[src/rtl/mvu_pe_acc_if.sv]
// mvu_pe_acc_if: valid/ready stream carrying one W-bit word per beat
//   v     valid, driven by the master
//   rdy   ready, driven by the slave
//   data  payload, driven by the master; a beat transfers when v && rdy at an edge
interface mvu_pe_acc_if #(parameter int W = 8);
   logic v;
   logic rdy;
   logic [W-1:0] data;
   modport master (output v, data, input rdy);
   modport slave (input v, data, output rdy);
endinterface

[src/rtl/mvu_pe_acc.sv]
// mvu_pe_acc: folds SF partial sums into one dot-product result held on a valid/ready output
//   aclk     clock, all state on the rising edge
//   aresetn  synchronous active-low reset
//   src      slave stream, TI-bit partial sums from the SIMD adder (v, rdy, data)
//   dst      master stream, TO-bit accumulated results to the output stage (v, rdy, data)
module mvu_pe_acc #(
   parameter int TI   = 2,
   parameter int TO   = 16,
   parameter int SF   = 4,
   parameter int TSGN = 1
) (
   input logic          aclk,
   input logic          aresetn,
   mvu_pe_acc_if.slave  src,
   mvu_pe_acc_if.master dst
);
   localparam int CW = SF > 1 ? $clog2(SF) : 1;
   typedef enum logic {ACC, HOLD} state_t;
   state_t state, state_nx;
   logic [CW-1:0] sf_cnt;
   logic [TO-1:0] acc, out_acc, ext, sum;
   logic last, take, fin;
   assign last = sf_cnt == CW'(SF - 1);
   // only a final beat can stall, and only while the previous result is still unconsumed
   assign src.rdy = !(last && state == HOLD && !dst.rdy);
   assign take = src.v && src.rdy;
   assign fin = take && last;
   // the replicated top bits are the sign for signed input and zero otherwise
   assign ext = TO'({{TO{TSGN != 0 && src.data[TI-1]}}, src.data});
   // the first beat of a fold starts from zero rather than from acc
   assign sum = (sf_cnt == '0 ? '0 : acc) + ext;
   assign dst.v = state == HOLD;
   assign dst.data = out_acc;
   always_ff @(posedge aclk)
      if (!aresetn) state <= ACC;
      else state <= state_nx;
   // a consume and a new final beat at the same edge keep HOLD, giving back-to-back results
   always_comb begin
      state_nx = state;
      if (state == ACC && fin) state_nx = HOLD;
      if (state == HOLD && dst.rdy && !fin) state_nx = ACC;
   end
   always_ff @(posedge aclk)
      if (!aresetn) begin
         sf_cnt <= '0;
         acc <= '0;
         out_acc <= '0;
      end else if (fin) begin
         out_acc <= sum;
         acc <= '0;
         sf_cnt <= '0;
      end else if (take) begin
         acc <= sum;
         sf_cnt <= sf_cnt + 1'b1;
      end
endmodule

[src/flat_wrapper.sv]
// flat-port wrapper written by rule: the top's interface ports become plain ports
module mvu_pe_acc_flat 
#(
   parameter int TI   = 2,
   parameter int TO   = 16,
   parameter int SF   = 4,
   parameter int TSGN = 1
)
  (aclk, aresetn, src_v, src_data, src_rdy, dst_v, dst_data, dst_rdy);
  mvu_pe_acc_if #(.W(4)) src_i ();
  mvu_pe_acc_if #(.W(16)) dst_i ();
  input logic aclk;
  input logic aresetn;
  input wire logic [$bits(src_i.v)-1:0] src_v;
  input wire logic [$bits(src_i.data)-1:0] src_data;
  output wire logic [$bits(src_i.rdy)-1:0] src_rdy;
  output wire logic [$bits(dst_i.v)-1:0] dst_v;
  output wire logic [$bits(dst_i.data)-1:0] dst_data;
  input wire logic [$bits(dst_i.rdy)-1:0] dst_rdy;
  assign src_i.v = src_v;
  assign src_i.data = src_data;
  assign src_rdy = src_i.rdy;
  assign dst_v = dst_i.v;
  assign dst_data = dst_i.data;
  assign dst_i.rdy = dst_rdy;
  mvu_pe_acc #(.TI(TI), .TO(TO), .SF(SF), .TSGN(TSGN)) u_core (.aclk(aclk), .aresetn(aresetn), .src(src_i), .dst(dst_i));
endmodule
[config.mk]
export PLATFORM = sky130hd
export DESIGN_NAME = mvu_pe_acc_flat
export DESIGN_NICKNAME = d
export VERILOG_FILES = /design/src/rtl/mvu_pe_acc_if.sv /design/src/rtl/mvu_pe_acc.sv /design/src/flat_wrapper.sv
export SDC_FILE = /design/constraint.sdc
export NUM_CORES = 1
export LEC_CHECK = 0
export ABC_AREA = 1
export ABC_CLOCK_PERIOD_IN_PS = 2900
export CORE_MARGIN = 2
export CORE_UTILIZATION = 40
export CTS_CLUSTER_DIAMETER = 100
export CTS_CLUSTER_SIZE = 20
export DETAILED_ROUTE_END_ITERATION = 8
export RECOVER_POWER = 100
export SETUP_SLACK_MARGIN = 0.15
export SKIP_CTS_REPAIR_TIMING = 1
export SLEW_MARGIN = 10
export SYNTH_ARGS = -nofsm -noshare
export SYNTH_HDL_FRONTEND = slang
export SYNTH_SLANG_ARGS = --single-unit
export TNS_END_PERCENT = 5
[constraint.sdc]
create_clock -name aclk -period 2.9 [get_ports aclk]
set_clock_uncertainty 0.15 [all_clocks]
set_input_delay 0.58 -clock aclk [delete_from_list [all_inputs] [get_ports aclk]]
set_output_delay 0.58 -clock aclk [all_outputs]
set_load 0.01 [all_outputs]
=== Yosys cells after proc, flatten, opt, wreduce, memory -nomap -nowiden ===
Index checks and enable logic that the tools add are counted.

* Bits in read-only memories: 0
* Output and inout bits: 18
* Bits in registers: 35
* Bits of input ports: 8
* Logic and storage cells: 23
* Memories: 0
* Bits in writable memories: 0
* Bits in latches: 0

* Reductions and logical operators: 13
* Multipliers: 0
* Magnitude comparators: 0
* Shift-type cells: 0
* Divide/modulo/power cells: 0
* Bitwise operators: 2
* Mux-type cells: 1
* $add $sub $neg: 2
* Equality and inequality tests: 1

{| class="wikitable"
|+ Operator list
! kind !! count
|-
| 16-bit adder || 1
|-
| 16-bit two-way mux || 1
|-
| 1-bit logical AND || 7
|-
| 2-bit OR reduction || 2
|-
| 1-bit zero test || 3
|-
| 2-bit by 1-bit adder with 2-bit output (second input constant) || 1
|-
| 2-bit equality test (second input constant) || 1
|-
| 2-bit zero test || 1
|-
| 1-bit NOT || 2
|}

=== Logic depth before layout (Yosys ltp) ===
Gate-level depths: netlist of run 1.

* Depth after elaboration: 9
* Mapped depth: 16
* Mapped depth without buffers: 15

=== Worst setup path before layout of run 1 ===
No wires, ideal clock.

* Path type: flip-flop to flip-flop
* From: register u_core.sf_cnt[0]
* To: register u_core.acc[12]
* Slack: 449 ps
* Arrival time: 2192 ps
* Buffers on the path: 1
* Period minus slack after synthesis: 2451 ps
* Cell stages (with the launch flop): 17
* Path through: dfxtp_1 -> inv_1 -> ha_1 -> clkbuf_1 -> nor2_1 -> ha_1 -> fa_1 -> nand3_1 -> nand2_1 -> nand2_1 -> nand2_1 -> nand2_1 -> nand2_1 -> nand2_1 -> nand3_1 -> nand2_1 -> inv_1

* Word-level cells in the longest chain between the ends: 7
* Elaborated cells on any way between the ends: 10
* Those cells by class: 1 x add/sub; 1 x eq/ne; 1 x mux; 7 x reduce/logical

{| class="wikitable"
|+ RTL lines
! what !! line !! RTL
|-
| start, declared || mvu_pe_acc.sv:20 || <nowiki>logic [CW-1:0] sf_cnt;</nowiki>
|-
| start signal, assigned || mvu_pe_acc.sv:54 || <nowiki>sf_cnt <= sf_cnt + 1'b1;</nowiki>
|-
| parallel branches: the longest is 7 deep, another holds 16-bit adder || n/a ||
|-
| end signal, assigned || mvu_pe_acc.sv:53 || <nowiki>acc <= sum;</nowiki>
|-
| end, declared || mvu_pe_acc.sv:21 || <nowiki>logic [TO-1:0] acc, out_acc, ext, sum;</nowiki>
|}

Parallel ways; which one is timed is not known.
A chain may end at the register's enable or synchronous reset.

=== Worst setup path in the final report of run 1 ===
* From: input port dst_rdy
* To: output port src_rdy

* Word-level cells in the longest chain between the ends: 3

{| class="wikitable"
|+ RTL lines
! what !! line !! RTL
|-
| start, declared || flat_wrapper.sv:19 || <nowiki>input wire logic [$bits(dst_i.rdy)-1:0] dst_rdy;</nowiki>
|-
| 1-bit zero test || mvu_pe_acc.sv:25 || <nowiki>assign src.rdy = !(last && state == HOLD && !dst.rdy);</nowiki>
|-
| 1-bit logical AND || mvu_pe_acc.sv:25 ||
|-
| 1-bit zero test || mvu_pe_acc.sv:25 ||
|-
| end, declared || flat_wrapper.sv:16 || <nowiki>output wire logic [$bits(src_i.rdy)-1:0] src_rdy;</nowiki>
|}

Every way passes these cells.

==> results of run 1 <==
## cells in the final DEF (no fill, tap or decap), types with 5 or more instances in the layout
cell type,Yosys,final
a21oi_1,23,23
a21oi_2,5,5
clkbuf_8,0,6
clkdlybuf4s50_1,0,7
dfxtp_1,35,35
dlygate4sd3_1,0,18
ha_1,17,16
inv_1,69,70
nand2_1,131,133
nand3_1,16,16
nor2_1,28,29
o21ai_0,6,7
xor2_1,5,5
## power breakdown
part,switching (W),internal [W]
clock,0.000190,0.000283
combinational,0.000163,0.0000972
sequential,0.00000739,0.000503
total,0.000360,0.000883
## routing by layer
metal,GRT usage,vias to the layer above,part of all wire
met5,0,-,0
met4,0.06780,0,0.013
met3,0.03258,7,0.021
met2,0.2983,28,0.44
met1,0.2587,954,0.52
li1,-,1172,-
## state kept, by name (all words and copies together), names as in the netlist
| register | count |
|---|---|
| u_core.dst.data | 16 |
| u_core.dst.v | 1 |
| u_core.acc | 16 |
| u_core.sf_cnt | 2 |
## metrics by stage
step / setup WS, ns / std cells / total power [W] / hold slack, ns
floorplan: 0.4492 / 366 / 0.0007110 / 0.2903
global placement: 0.2370 / 464 / 0.0007865 / 0.2908
detailed placement: 0.2253 / 464 / 0.0007875 / 0.2912
CTS: 0.3435 / 472 / 0.001265 / 0.3065
global route: 0.1704 / 472 / 0.001318 / 0.3199
finish: 0.3670 / 472 / 0.001244 / 0.3002
## how the worst max path moves through the flow
| stage | from | endpoint | slack (ns) |
|---|---|---|---|
| global placement | src_data[1] | u_core.acc[12] | 0.24 |
| CTS | u_core.sf_cnt[0] | u_core.acc[12] | 0.34 |
| floorplan | u_core.sf_cnt[0] | u_core.acc[12] | 0.45 |
| finish | dst_rdy | src_rdy | 0.37 |
| detailed placement | src_data[1] | u_core.acc[12] | 0.23 |
| global route | u_core.sf_cnt[0] | u_core.acc[15] | 0.17 |
## layout make-up
type | count | share of cell area
multi-input combinational | 253 | 0.4640
sequential | 35 | 0.2518
timing repair buffer | 33 | 0.1120
inverter | 71 | 0.09622
tap | 72 | 0.03237
clock buffer | 6 | 0.02968
clock inverter | 2 | 0.01394
## worst max-delay path: cells and delay by family
family        cells  cell delay (ns)
buf+inv           2             0.99
simple gates      2             0.23
## logic make-up after synthesis
family | count (synthesis)
compound gates | 39
xor+xnor | 8
buf+inv | 78
simple gates | 188
flops | 35
fa+ha+maj | 18
==> summary.md, run 1 <==
| Metric | Value |
|---|---|
| Total number of vias | `2161` |
| Most common library cells after synthesis | `131 x nand2_1, 69 x inv_1, 35 x dfxtp_1, 28 x nor2_1, 23 x a21oi_1` |
| GRT overflow | `0` |
| Area of the multi-input gates | `1291 µm²` |
| CP Cell Sequence | `clkdlybuf4s50_1 -> nor2_1 -> nand2_2 -> dlygate4sd3_1` |
| I/O Pins | `26` |
| Synthesized instance count | `366` |
| RR Startpoint | `u_core.sf_cnt[0]` |
| Worst min-delay path startpoint | `u_core.dst.data[12]` |
| Worst r2r dst | `u_core.acc[7]` |
| Period utilization | `0.8734` |
| Die area | `6421 µm²` |
| Most numerous cell in the Yosys netlist | `nand2_1` |
| Crit path max-delay cell type | `dlygate4sd3_1` |
| Global-route wire length before repair | `9.384 mm` |
| CP Launch Type | `primary input` |
| Adder-Cell Fraction of Synth Area | `0.1004` |
| Worst IR drop on VDD | `0.3265 mV` |
| Final Max Tran Viols | `0` |
| CP Max Fanout | `2` |
| Post-route cell area | `2783 µm²` |
| CTS H-Tree Depth | `2` |
| CP required | `2.17 ns` |
| Synthesized area | `2318 µm²` |
| Worst slew margin | `0.2091` |
| Hold path depth | `2` |
| Starting density of the core | `0.4185` |
| Yosys top cell area share | `0.3022` |
| Crit path DAT | `1.80 ns` |
| R2r setup slk | `0.45 ns` |
| Deepest clock path buffer count | `2` |
| DPL Wire Length | `4.195 mm` |
| Max cap viols | `0` |
| Mean Syn Cell Area | `6.335 µm²` |
| Antenna cells | `0` |
| Post-synthesis register bit count | `35` |
| DRT Pass-1 Iters | `4` |
| Detailed Route WL | `5.405 mm` |
| Max incr delay on CP | `0.60 ns` |
| Synth Area in Compound Gates | `0.09876` |
| Core area | `5540 µm²` |
| Worst-Skew Late Latency | `0.29 ns` |
| Root Driver | `clkbuf_8` |
| Die Wd | `80.13 µm` |
| Initial DRC Count | `114` |
| Synth top area cells | `dfxtp_1 30%, nand2_1 21%, inv_1 11%` |
| Fin util | `0.5023` |
| GP Congestion | `0.8884` |
| Drt wl/cell | `11.45 µm` |
| Final setup vio count | `0` |
| CTS tree | `done` |
| Hold Path Sink | `u_core.dst.data[12]` |
| XOR/XNOR Fraction of Synth Area | `0.03022` |
| Status | `completed` |
| P&R area growth vs syn | `20.02%` |
| Post-synthesis mux area share | `0` |
| Post-synth EDFFs | `0` |
| Hold Violations, Final | `0` |
| Clock sink count | `35` |
| Layout fillers | `580` |
| WS Path Type | `primary input to output pin` |
| Synth async-reset ratio | `0` |
| PD cells | `446.9 nW/µm²` |
| Register area | `700.7 µm²` |
| DRC | `0` |
| Worst-Margin Slew | `1.186 ns` |
| Maximum clock rate | `0.3948 GHz` |
| Leak | `1.568 nW` |
| Placed inst area | `2689 µm²` |
| Largest family of logic cells by synthesized area | `simple AND/OR/NAND/NOR gates` |
| Port Buffers | `25` |
| TritonCTS buffer count | `5` |
| ANT nets after route | `0` |
| YS warnings | `0` |
| Top_reg_cell synth | `dfxtp_1` |
| FP Rows | `27` |
| Nets | `425` |
| Unrepaired setup endpoints after global routing | `no` |
| Initial antenna violation count | `0` |
| Via density | `4.578` |
| Worst Reg-to-Reg Cells | `12` |
| Post-layout min period | `2.533 ns` |
| Area leader, netlist | `dfxtp_1` |
| Die Span Y | `80.13 µm` |
| Worst-path clk slew | `0.07 ns` |
| Netlist cell types | `27` |
| Post-Syn Nets | `392` |
| CP endpoint kind | `output pin` |
| HP Class | `flip-flop to flip-flop` |
| Post-route setup TNS | `0 ns` |
| Fraction of layout cells with a size suffix above 1 | `0.06250` |
| All-Layer GR Usage | `0.1890` |
| Largest net degree at the start of global routing | `23` |
| Vias in the first global route | `2082` |
| Simple-gate portion of the synthesized area | `0.3341` |
| Register area share after synthesis | `0.3022` |
No activity file was read; power rests on OpenSTA's default activity.
==> run 2: changes to the inputs <==
Settings changed: ABC_CLOCK_PERIOD_IN_PS 2900 to 2050.
Clock period 2.9 ns to 2.05 ns, I/O delays scaled along.
==> summary.md, run 2 (synthesis results as in run 1) <==
| Metric | Value |
|---|---|
| Fin util | `0.6274` |
| Most frequent CP cell | `nand2_2` |
| FP Rows | `27` |
| CTS tree | `done` |
| Core area | `5540 µm²` |
| Port Buffers | `25` |
| P&R area growth vs syn | `49.92%` |
| Final Max Tran Viols | `0` |
| R2r setup slk | `-0.19 ns` |
| Commonest non-fill, non-tap cell in the layout | `nand2_1` |
| Largest net degree at the start of global routing | `23` |
| Die Span Y | `80.13 µm` |
| Status | `finished, violations left` |
| Initial antenna violation count | `0` |
| Max cap viols | `0` |
| Layout fillers | `508` |
| Post-layout min period | `2.240 ns` |
| ANT nets after route | `0` |
| Most frequent cells in the layout | `99 x nand2_1, 64 x inv_1, 35 x buf_4` |
| Via density | `4.724` |
| Root Driver | `clkbuf_8` |
| Worst-path clk slew | `0.07 ns` |
| I/O Pins | `26` |
| TritonCTS buffer count | `5` |
| Final setup vio count | `23` |
| Antenna cells | `0` |
| Die Wd | `80.13 µm` |
| DRC | `0` |
| Worst-Margin Slew | `0.5761 ns` |
| CP Launch Type | `flip-flop` |
| Unrepaired setup endpoints after global routing | `yes` |
| Total number of vias | `2395` |
| GP Congestion | `0.8656` |
| Final worst slack | `-0.1901 ns` |
| Detailed Route WL | `6.758 mm` |
| Worst Reg-to-Reg Cells | `15` |
| Worst IR drop on VDD | `0.3592 mV` |
| Failing checks | `negative setup slack` |
| Hold path depth | `2` |
| CP Max Fanout | `6` |
| Fraction of layout cells with a size suffix above 1 | `0.3402` |
| DPL Wire Length | `4.285 mm` |
| Starting density of the core | `0.4185` |
| Drt wl/cell | `13.33 µm` |
| DRT Pass-1 Iters | `4` |
| Post-layout power | `0.001870 W` |
| All-Layer GR Usage | `0.1944` |
| Deepest clock path buffer count | `2` |
| Leak | `1.786 nW` |
| CP required | `2.09 ns` |
| CP endpoint kind | `flip-flop` |
| DP Worst Slack | `-0.4266 ns` |
| Global-route wire length before repair | `9.611 mm` |
| Crit path max-delay cell type | `dfxtp_2` |
| Max incr delay on CP | `0.34 ns` |
| CP Cell Sequence | `inv_2 -> ha_4 -> buf_8 -> nor2_2 -> ha_4 -> nand2_1 -> nand2_2 -> a21oi_2 -> nand2_2 -> nand2_2 -> nand2_1 -> nand2_1 -> nand3_2 -> nand2_2 -> inv_2` |
| Nets | `461` |
| Vias in the first global route | `2067` |
| Period utilization | `1.093` |
| Die area | `6421 µm²` |
| GRT overflow | `0` |
| Crit path DAT | `2.28 ns` |
| CTS H-Tree Depth | `2` |
| Maximum clock rate | `0.4464 GHz` |
| PD cells | `538.0 nW/µm²` |
| Initial DRC Count | `126` |
| Hold Violations, Final | `0` |
| Clock sink count | `35` |
| WS Path Type | `flip-flop to flip-flop` |
| Worst slew margin | `0.6159` |
| Worst-Skew Late Latency | `0.29 ns` |
| HP Class | `flip-flop to flip-flop` |
==> run 2: path summary, 6_finish.rpt <==
check                                   startpoint                 end
worst min-delay path            u_core.dst.data[9]  u_core.dst.data[9]
worst max register to register    u_core.sf_cnt[0]      u_core.acc[15]
worst max-delay path              u_core.sf_cnt[0]      u_core.acc[15]
worst min register to register  u_core.dst.data[9]  u_core.dst.data[9]
==> run 2: per-layer routing <==
metal,up-vias,wire length (µm),global-route usage,share of wire
met1,1069,3197,0.2898,0.47
met5,-,0,0,0
met4,0,127,0.06102,0.019
met2,62,3044,0.2792,0.45
met3,12,389,0.03820,0.058
li1,1252,-,-,-
==> run 2: where the power goes <==
group	internal, W	switching (W)	total [W]
Clock	0.000264	0.000258	0.000522
Combinational	0.000288	0.000337	0.000625
Sequential	0.000713	0.0000104	0.000723
Total	0.00126	0.000605	0.00187
==> run 2: area by class of cell <==
| cell class | count | area (µm²) | share of cell area |
|---|---|---|---|
| Clock buffer | 6 | 82.58 | 0.02376 |
| Tap cell | 72 | 90.09 | 0.02592 |
| Clock inverter | 1 | 5.005 | 0.001440 |
| Multi-Input combinational cell | 253 | 1708 | 0.4914 |
| Sequential cell | 35 | 703.2 | 0.2023 |
| Timing Repair Buffer | 69 | 618.1 | 0.1778 |
| Inverter | 71 | 269.0 | 0.07739 |
==> run 2: per-stage QoR <==
stage          instances  hold WS [ns]  instance area (µm²)  setup TNS, ns
2_1_floorplan        366        0.2903                 2366        -0.4636
3_3_place_gp         486        0.2857                 2892         -8.745
3_5_place_dp         486        0.2882                 2892         -9.020
4_1_cts              493        0.3108                 2979         -3.686
5_1_grt              507        0.3212                 3476         -4.929
6_report             507        0.3047                 3476         -2.534
==> run 2: worst max-delay path, delay by kind of cell (launching register included) <==
family / cells / cell delay, ns
flops: 1 / 0.34
buf+inv: 3 / 0.24
compound gates: 1 / 0.15
simple gates: 9 / 0.81
fa+ha+maj: 2 / 0.45
